===== config.mk =====
export PLATFORM = sky130hd
export DESIGN_NAME = data_byte_emitter
export DESIGN_NICKNAME = d
export VERILOG_FILES = /design/src/rtl/data_byte_emitter_pkg.sv /design/src/rtl/data_byte_emitter_byte_shift_reg.sv /design/src/rtl/data_byte_emitter.sv
export SDC_FILE = /design/constraint.sdc
export NUM_CORES = 1
export LEC_CHECK = 0
export CAP_MARGIN = 20
export CORE_ASPECT_RATIO = 1.4
export CORE_UTILIZATION = 30
export DETAILED_ROUTE_END_ITERATION = 7
export PLACE_DENSITY = 0.6
export REMOVE_ABC_BUFFERS = 1
export SYNTH_ARGS = -nofsm -noshare
export SYNTH_HDL_FRONTEND = slang
export SYNTH_HIERARCHICAL = 1
export SYNTH_SLANG_ARGS = --single-unit

===== constraint.sdc =====
create_clock -name Clock -period 1.8 [get_ports Clock]
set_clock_uncertainty 0.05 [all_clocks]
set_input_delay 0.27 -clock Clock [delete_from_list [all_inputs] [get_ports Clock]]
set_output_delay 0.27 -clock Clock [all_outputs]
set_load 0.05 [all_outputs]

===== src/rtl/data_byte_emitter_pkg.sv =====
`default_nettype none
// +----------------------------------------------------------------------+
// | Module   : data_byte_emitter_pkg                                     |
// | Brief    : Shared widths, state encoding, order constants and the    |
// |            load-time word alignment helper for the byte emitter.     |
// | Revision : 1.0 - initial release                                     |
// +----------------------------------------------------------------------+
package data_byte_emitter_pkg;

  localparam int WORD_W = 32;
  localparam int BYTE_W = 8;

  typedef enum logic [1:0] {
    IDLE = 2'b00,
    SEND = 2'b01,
    DONE = 2'b10
  } state_t;

  localparam logic ORD_MSB = 1'b0;
  localparam logic ORD_LSB = 1'b1;

  // Pre-align the word so the first byte to emit sits in the output slot
  // for its order: MSB-first moves byte (count) up to [31:24], LSB-first
  // already has byte 0 in [7:0].
  function automatic logic [WORD_W-1:0] align_word(
    input logic [WORD_W-1:0] word,
    input logic [1:0]        count,
    input logic              order
  );
    logic [WORD_W-1:0] aligned;
    if (order == ORD_LSB) begin
      aligned = word;
    end else begin
      case (count)
        2'b00:   aligned = {word[7:0],  24'h00_0000};
        2'b01:   aligned = {word[15:0], 16'h0000};
        2'b10:   aligned = {word[23:0], 8'h00};
        default: aligned = word;
      endcase
    end
    return aligned;
  endfunction

endpackage : data_byte_emitter_pkg
`default_nettype wire


===== src/rtl/data_byte_emitter_byte_shift_reg.sv =====
`default_nettype none
// +----------------------------------------------------------------------+
// | Module   : data_byte_emitter_byte_shift_reg                          |
// | Brief    : Word register with parallel load and byte-wide shift      |
// |            left or right; exposes the top and bottom byte slots.     |
// | Revision : 1.0 - initial release                                     |
// +----------------------------------------------------------------------+
module data_byte_emitter_byte_shift_reg
  import data_byte_emitter_pkg::*;
(
  input  logic              Clock,
  input  logic              Reset,
  input  logic              load,
  input  logic [WORD_W-1:0] load_word,
  input  logic              shift,
  input  logic              shift_right,
  output logic [BYTE_W-1:0] msb_byte,
  output logic [BYTE_W-1:0] lsb_byte
);

  logic [WORD_W-1:0] r_word;

  // Load has priority; shifting moves the next byte into the active slot
  always_ff @(posedge Clock or negedge Reset) begin
    if (!Reset) begin
      r_word <= '0;
    end else if (load) begin
      r_word <= load_word;
    end else if (shift) begin
      if (shift_right) begin
        r_word <= {{BYTE_W{1'b0}}, r_word[WORD_W-1:BYTE_W]};
      end else begin
        r_word <= {r_word[WORD_W-BYTE_W-1:0], {BYTE_W{1'b0}}};
      end
    end
  end

  assign msb_byte = r_word[WORD_W-1:WORD_W-BYTE_W];
  assign lsb_byte = r_word[BYTE_W-1:0];

endmodule : data_byte_emitter_byte_shift_reg
`default_nettype wire


===== src/rtl/data_byte_emitter.sv =====
`default_nettype none
// +----------------------------------------------------------------------+
// | Module   : data_byte_emitter                                         |
// | Brief    : Emits 1-4 bytes of a captured word, MSB- or LSB-first,    |
// |            over a valid/ready handshake toward the memory write port.|
// | Revision : 1.0 - initial release                                     |
// +----------------------------------------------------------------------+
module data_byte_emitter
  import data_byte_emitter_pkg::*;
(
  input  logic              Clock,
  input  logic              Reset,
  input  logic              Load,
  input  logic [WORD_W-1:0] Word,
  input  logic [1:0]        Count,
  input  logic              Order,
  output logic              Busy,
  output logic [BYTE_W-1:0] ByteOut,
  output logic              ByteValid,
  input  logic              ByteReady,
  output logic              Done
);

  state_t            r_state;
  logic [1:0]        r_cnt;
  logic              r_order;
  logic              r_busy;
  logic              r_valid;
  logic              r_done;

  logic              w_load;
  logic              w_handshake;
  logic              w_shift;
  logic [WORD_W-1:0] w_aligned;
  logic [BYTE_W-1:0] w_msb_byte;
  logic [BYTE_W-1:0] w_lsb_byte;

  assign w_load      = (r_state == IDLE) && Load;
  assign w_handshake = (r_state == SEND) && r_valid && ByteReady;
  // The last byte is not shifted out; the register simply idles afterwards
  assign w_shift     = w_handshake && (r_cnt != 2'd0);
  assign w_aligned   = align_word(Word, Count, Order);

  data_byte_emitter_byte_shift_reg u_byte_shift_reg (
    .Clock       (Clock),
    .Reset       (Reset),
    .load        (w_load),
    .load_word   (w_aligned),
    .shift       (w_shift),
    .shift_right (r_order),
    .msb_byte    (w_msb_byte),
    .lsb_byte    (w_lsb_byte)
  );

  // Transfer control: capture in IDLE, count accepted bytes in SEND,
  // one-cycle Done pulse, then back to IDLE
  always_ff @(posedge Clock or negedge Reset) begin
    if (!Reset) begin
      r_state <= IDLE;
      r_cnt   <= 2'd0;
      r_order <= ORD_MSB;
      r_busy  <= 1'b0;
      r_valid <= 1'b0;
      r_done  <= 1'b0;
    end else begin
      case (r_state)
        IDLE: begin
          r_done <= 1'b0;
          if (Load) begin
            r_state <= SEND;
            r_cnt   <= Count;
            r_order <= Order;
            r_busy  <= 1'b1;
            r_valid <= 1'b1;
          end
        end
        SEND: begin
          if (r_valid && ByteReady) begin
            if (r_cnt != 2'd0) begin
              r_cnt <= r_cnt - 2'd1;
            end else begin
              r_valid <= 1'b0;
              r_done  <= 1'b1;
              r_state <= DONE;
            end
          end
        end
        DONE: begin
          r_done  <= 1'b0;
          r_busy  <= 1'b0;
          r_state <= IDLE;
        end
        default: begin
          r_state <= IDLE;
          r_cnt   <= 2'd0;
          r_busy  <= 1'b0;
          r_valid <= 1'b0;
          r_done  <= 1'b0;
        end
      endcase
    end
  end

  assign Busy      = r_busy;
  assign ByteValid = r_valid;
  assign Done      = r_done;
  // Output slot is fixed per order; forced to zero when nothing is offered
  assign ByteOut   = !r_valid ? '0 :
                     (r_order == ORD_LSB) ? w_lsb_byte : w_msb_byte;

endmodule : data_byte_emitter
`default_nettype wire


==> metrics.yaml, run 1 <==
run_status: "finished with violations"
violations: "negative hold slack"
synth_edf_count: 0
nets: 444
rows: 44
crit_type: "register to primary output"
drc: 0
hold_violations: 1
routed_via_density: 5.32
setup_violations: 0
netlist.top_cell.by_area: "dfrtp_1"
crit_required_ns: 1.48
layout_common_cells: "40 x dfrtp_1, 36 x clkdlybuf4s50_1, 31 x mux2i_1, 31 x buf_4, 30 x a22oi_1"
fp.dieH_um: 125
clock.fmax_mhz: 585
core_area_mm2: 0.0104
start_util_pct: 31.0
n_antenna_cell: 0
start_kind: "register"
tightest_slew_ns: 0.531
drtAntennaViolNets: 0
final_common_cell: "dfrtp_1"
cts.path.max_buffers: 2
syn_inst: 360
synthTopCellsByArea: "dfrtp_1 31%, mux2i_1 9.6%, a22oi_1 7.0%, buf_4 5.1%, or3b_1 4.3%"
ys_ff_latch: 40
slew-limit-headroom_pct: 64.6
hpwl_um: 6210
max-cap-violations: 0
grt_pass1_wl_um: 14600
routed_wl_um: 8700
die_width_um: 89.7
antenna_found_initial: 0
rsz0062_at_grt: "true"
portBuffers: 49
cts_buffers: 5
power_density_mw_per_mm2: 1610
synthDistinctLibCells: 38
die-area_mm2: 0.0112
drive_gt1_share_pct: 18.8
htree_num_levels: 2
fin_crit_sh_pct: 94.9
end_kind: "primary output"
area_delta_synth_final_pct: 29.2
min_period_ns: 1.71
cts_root_buf: "clkbuf_16"
grt_max_degree: 41
hp-class: "primary input to asynchronous set/reset pin"
crit_fanout: 9
peakVddDrop_mv: 0.728
firstDrtPassIters: 5
cts_sinks: 40
grt_pass1_vias: 2885
syn_area_mm2: 0.00323
wl_per_cell_um: 16.0
io_pins: 50
overflow: 0
postCtsSetupBuffers: 0
slew_viol_final: 0
gp_congestion: 0.815
yosysTopAreaCellShare_pct: 31.0
yosysWarnings: 6
drtIter0Drc: 190
syn_area_per_cell_um2: 8.97
path_clk_slew_ns: 0.06
synthFlopType: "dfrtp_1"
fin_util_pct: 40.1
async_reset_ff_share_pct: 100
cts_tree: "built"
worstPathArrival_ns: 1.39
num_vias: 2887
seq_area_frac_synth_pct: 31.0
holdWs_ns: -0.000622
grtUsageTotal_pct: 16.4
p_leak_nw: 1.74
clock_latency_ns: 0.29
-- logic make-up (layout without fill, tap and decap cells) --
group | count (synthesis) | in the layout | share of synthesized area [%]
buf+inv | 55 | 100 | 11.2
mux | 32 | 32 | 9.95
xor+xnor | 1 | 1 | 0.271
flops | 40 | 40 | 31.0
compound gates | 105 | 105 | 23.7
simple gates | 126 | 126 | 23.5
fa+ha+maj | 1 | 1 | 0.387
-- metal layers --
metal  vias to the layer above  routed length [um]  track usage (%)
met3                        18                 308             2.50
met4                         0                 218             6.75
met2                        69                4330             28.2
li1                       1389                   -                -
met1                      1411                3840             20.3
met5                         -                   0                0
-- synthesized netlist by cell type (all sizes together), types with 13 or more instances --
cell type	count
a22oi	30
a31oi	16
buf	44
dfrtp	40
mux2i	31
nand2	28
nand2b	18
nor2	13
nor2b	21
o211ai	17
o21ai	23
or3b	16
-- worst max-delay path, stage by stage, from the launching register on --
cell	delay (ns)
dfrtp_1	0.43
clkinv_1	0.08
buf_4	0.20
nor2_1	0.21
buf_12	0.17
-- stage by stage --
step	total power, W	cell area (um^2)	setup WS (ns)	instances	setup TNS, ns
final	0.00672	4180	0.0914	543	0
after global placement	0.00556	3970	-0.203	535	-2.57
after CTS	0.00675	4160	0.0312	543	0
after detailed placement	0.00561	3970	-0.247	535	-3.12
after floorplan	0.00398	2900	-1.49	313	-40.29
after global routing	0.00714	4180	-0.00818	543	-0.0171
-- state kept, by name, indices dropped and copies added, names as in the netlist --
name / count
r_cnt: 2
r_state: 2
Busy: 1
r_order: 1
ByteValid: 1
Done: 1
u_byte_shift_reg/r_word: 32
-- area by class of cell --
type | count | area [um^2]
Clock inverter | 1 | 30.0
Fill cell | 1026 | 6230
Inverter | 8 | 30.0
Clock buffer | 7 | 153
Timing Repair Buffer | 84 | 902
Tap cell | 138 | 173
Multi-Input combinational cell | 265 | 1890
Sequential cell | 40 | 1000
-- final timing paths --
kind	endpoint	cells after the start	startpoint	slack, ns
min in group Clock	Busy	1	Busy	0.44
min reg2reg	Busy	1	Busy	0.44
max reg2reg	u_byte_shift_reg/r_word[10]	7	r_cnt[0]	0.10
max	ByteOut[2]	4	ByteValid	0.09
max in group asynchronous	u_byte_shift_reg/r_word[11]	2	Reset	1.33
min	Done	2	Reset	-0.0006
-- timing repair --
| item | in CTS | in global routing |
|---|---|---|
| hold buffers | 0 | 0 |
| endpoints found under the setup margin | 1 | 17 |
| pin swaps | 0 | 1 |
| gates resized for setup | 1 | 6 |
-- power breakdown --
group	internal [W]	switching (W)
combinational	0.00189	0.00203
sequential	0.00134	0.000374
clock	0.000730	0.000361
No activity file was read; power rests on OpenSTA's default activity.
==> inputs of run 2 (changes only) <==
--- a/config.mk
+++ b/config.mk
@@ -11,6 +11,7 @@
 export DETAILED_ROUTE_END_ITERATION = 7
 export PLACE_DENSITY = 0.6
 export REMOVE_ABC_BUFFERS = 1
+export SETUP_SLACK_MARGIN = 0.05
 export SYNTH_ARGS = -nofsm -noshare
 export SYNTH_HDL_FRONTEND = slang
 export SYNTH_HIERARCHICAL = 1
==> metrics.yaml, run 2 (synthesis gave the netlist of run 1 again) <==
run_status: "finished with violations"
violations: "negative hold slack"
path_clk_slew_ns: 0.06
grt_max_degree: 41
max-cap-violations: 0
hp-class: "primary input to asynchronous set/reset pin"
worstPathArrival_ns: 1.89
cts_root_buf: "clkbuf_16"
reg2reg_to: "u_byte_shift_reg/r_word[12]"
crit_type: "register to register"
rsz0062_at_grt: "true"
crit_fanout: 8
cts_sinks: 40
area_delta_synth_final_pct: 36.9
instances_no_fill: 559
seq_area_mm2: 0.00100
die-area_mm2: 0.0112
core_area_mm2: 0.0104
setup_violations: 0
cts.path.max_buffers: 2
io_pins: 50
grt_pass1_wl_um: 14600
holdWs_ns: -0.000610
clock.fmax_mhz: 572
p_total_w: 0.00731
place_worst_setup_slack_ns: -0.247
fin_setup_tns_ns: 0
portBuffers: 49
firstDrtPassIters: 4
max_flop_register: "u_byte_shift_reg/r_word"
routed_wl_um: 9410
cts_tree: "built"
htree_num_levels: 2
fin_crit_sh_pct: 97.1
start_util_pct: 31.0
crit_required_ns: 1.95
min_period_ns: 1.75
slew_viol_final: 0
largestRegisters: "u_byte_shift_reg/r_word x32, r_cnt x2, r_state x2"
drtIter0Drc: 230
r2r.worst_path.cells: 8
rows: 44
dp.cells: 535
start_kind: "register"
p_leak_nw: 1.85
drive_gt1_share_pct: 25.2
routed_via_density: 5.26
largest_reg_flops: 32
grtUsageTotal_pct: 16.4
layout_common_cells: "40 x buf_4, 37 x dfrtp_1, 36 x clkdlybuf4s50_1, 30 x mux2i_1, 30 x a22oi_1"
fillers: 1003
n_antenna_cell: 0
multi_input_area_mm2: 0.00193
reg2reg_slack_ns: 0.05
grt_pass1_vias: 2882
end_kind: "register"
hpwl_um: 6210
fin_ws_ns: 0.0530
wl_per_cell_um: 16.8
slew-limit-headroom_pct: 64.2
hold_violations: 1
r2r-start: "r_cnt[0]"
num_vias: 2941
peakVddDrop_mv: 0.760
gp_congestion: 0.815
die_width_um: 89.7
power_density_mw_per_mm2: 1650
tightest_slew_ns: 0.537
nets: 460
fp.dieH_um: 125
drtAntennaViolNets: 0
drc: 0
final_common_cell: "buf_4"
cts_buffers: 5
overflow: 0
clock_latency_ns: 0.29
antenna_found_initial: 0
## run 2: stage by stage
step	cell area (um^2)	util [%]
after CTS	4160	40.0
final	4420	42.5
after global routing	4420	42.5
after floorplan	2900	-
after detailed placement	3970	38.2
after global placement	3970	38.2
## run 2: worst max-delay path, cell delays in order, from the launching register on
cell and delay [ns]:
dfrtp_1 0.37, inv_2 0.10, ha_4 0.15, nand3b_1 0.18
nor2_4 0.06, buf_12 0.15, clkbuf_16 0.16, or3b_1 0.34
o211ai_1 0.10
## run 2: what timing repair did
item	CTS	global route
cloned	0	5
pin swaps	0	8
endpoints found under the setup margin	14	36
resized for setup	4	19
hold buffers	0	0
hold endpoints to repair	0	0
setup buffers	0	11
## run 2: cell type report
type                       count  area share [%]
multi-input combinational    265            43.5
timing repair buffer         100            25.1
sequential                    40            22.7
tap                          138            3.90
clock buffer                   7            3.45
clock inverter                 1           0.679
inverter                       8           0.679
## run 2: layer usage
layer	up-vias	part of all wire [%]	global-route usage, %
met2	70	51	28.2
met5	-	0	0
li1	1417	-	-
met4	0	1.7	6.17
met1	1443	44	20.5
met3	11	3.6	2.50
## run 2: worst max-delay path by stage
stage,from,to
after floorplan,ByteValid,u_byte_shift_reg/r_word[10]
after global placement,Count[0],u_byte_shift_reg/r_word[30]
after detailed placement,Count[0],u_byte_shift_reg/r_word[30]
after CTS,ByteValid,ByteOut[5]
after global routing,r_cnt[0],u_byte_shift_reg/r_word[9]
final,r_cnt[0],u_byte_shift_reg/r_word[12]
## run 2: power by group
group | internal [W] | switching (W) | total, W
clock network | 0.000730 | 0.000365 | 0.00110
logic | 0.00229 | 0.00218 | 0.00447
registers | 0.00134 | 0.000398 | 0.00174
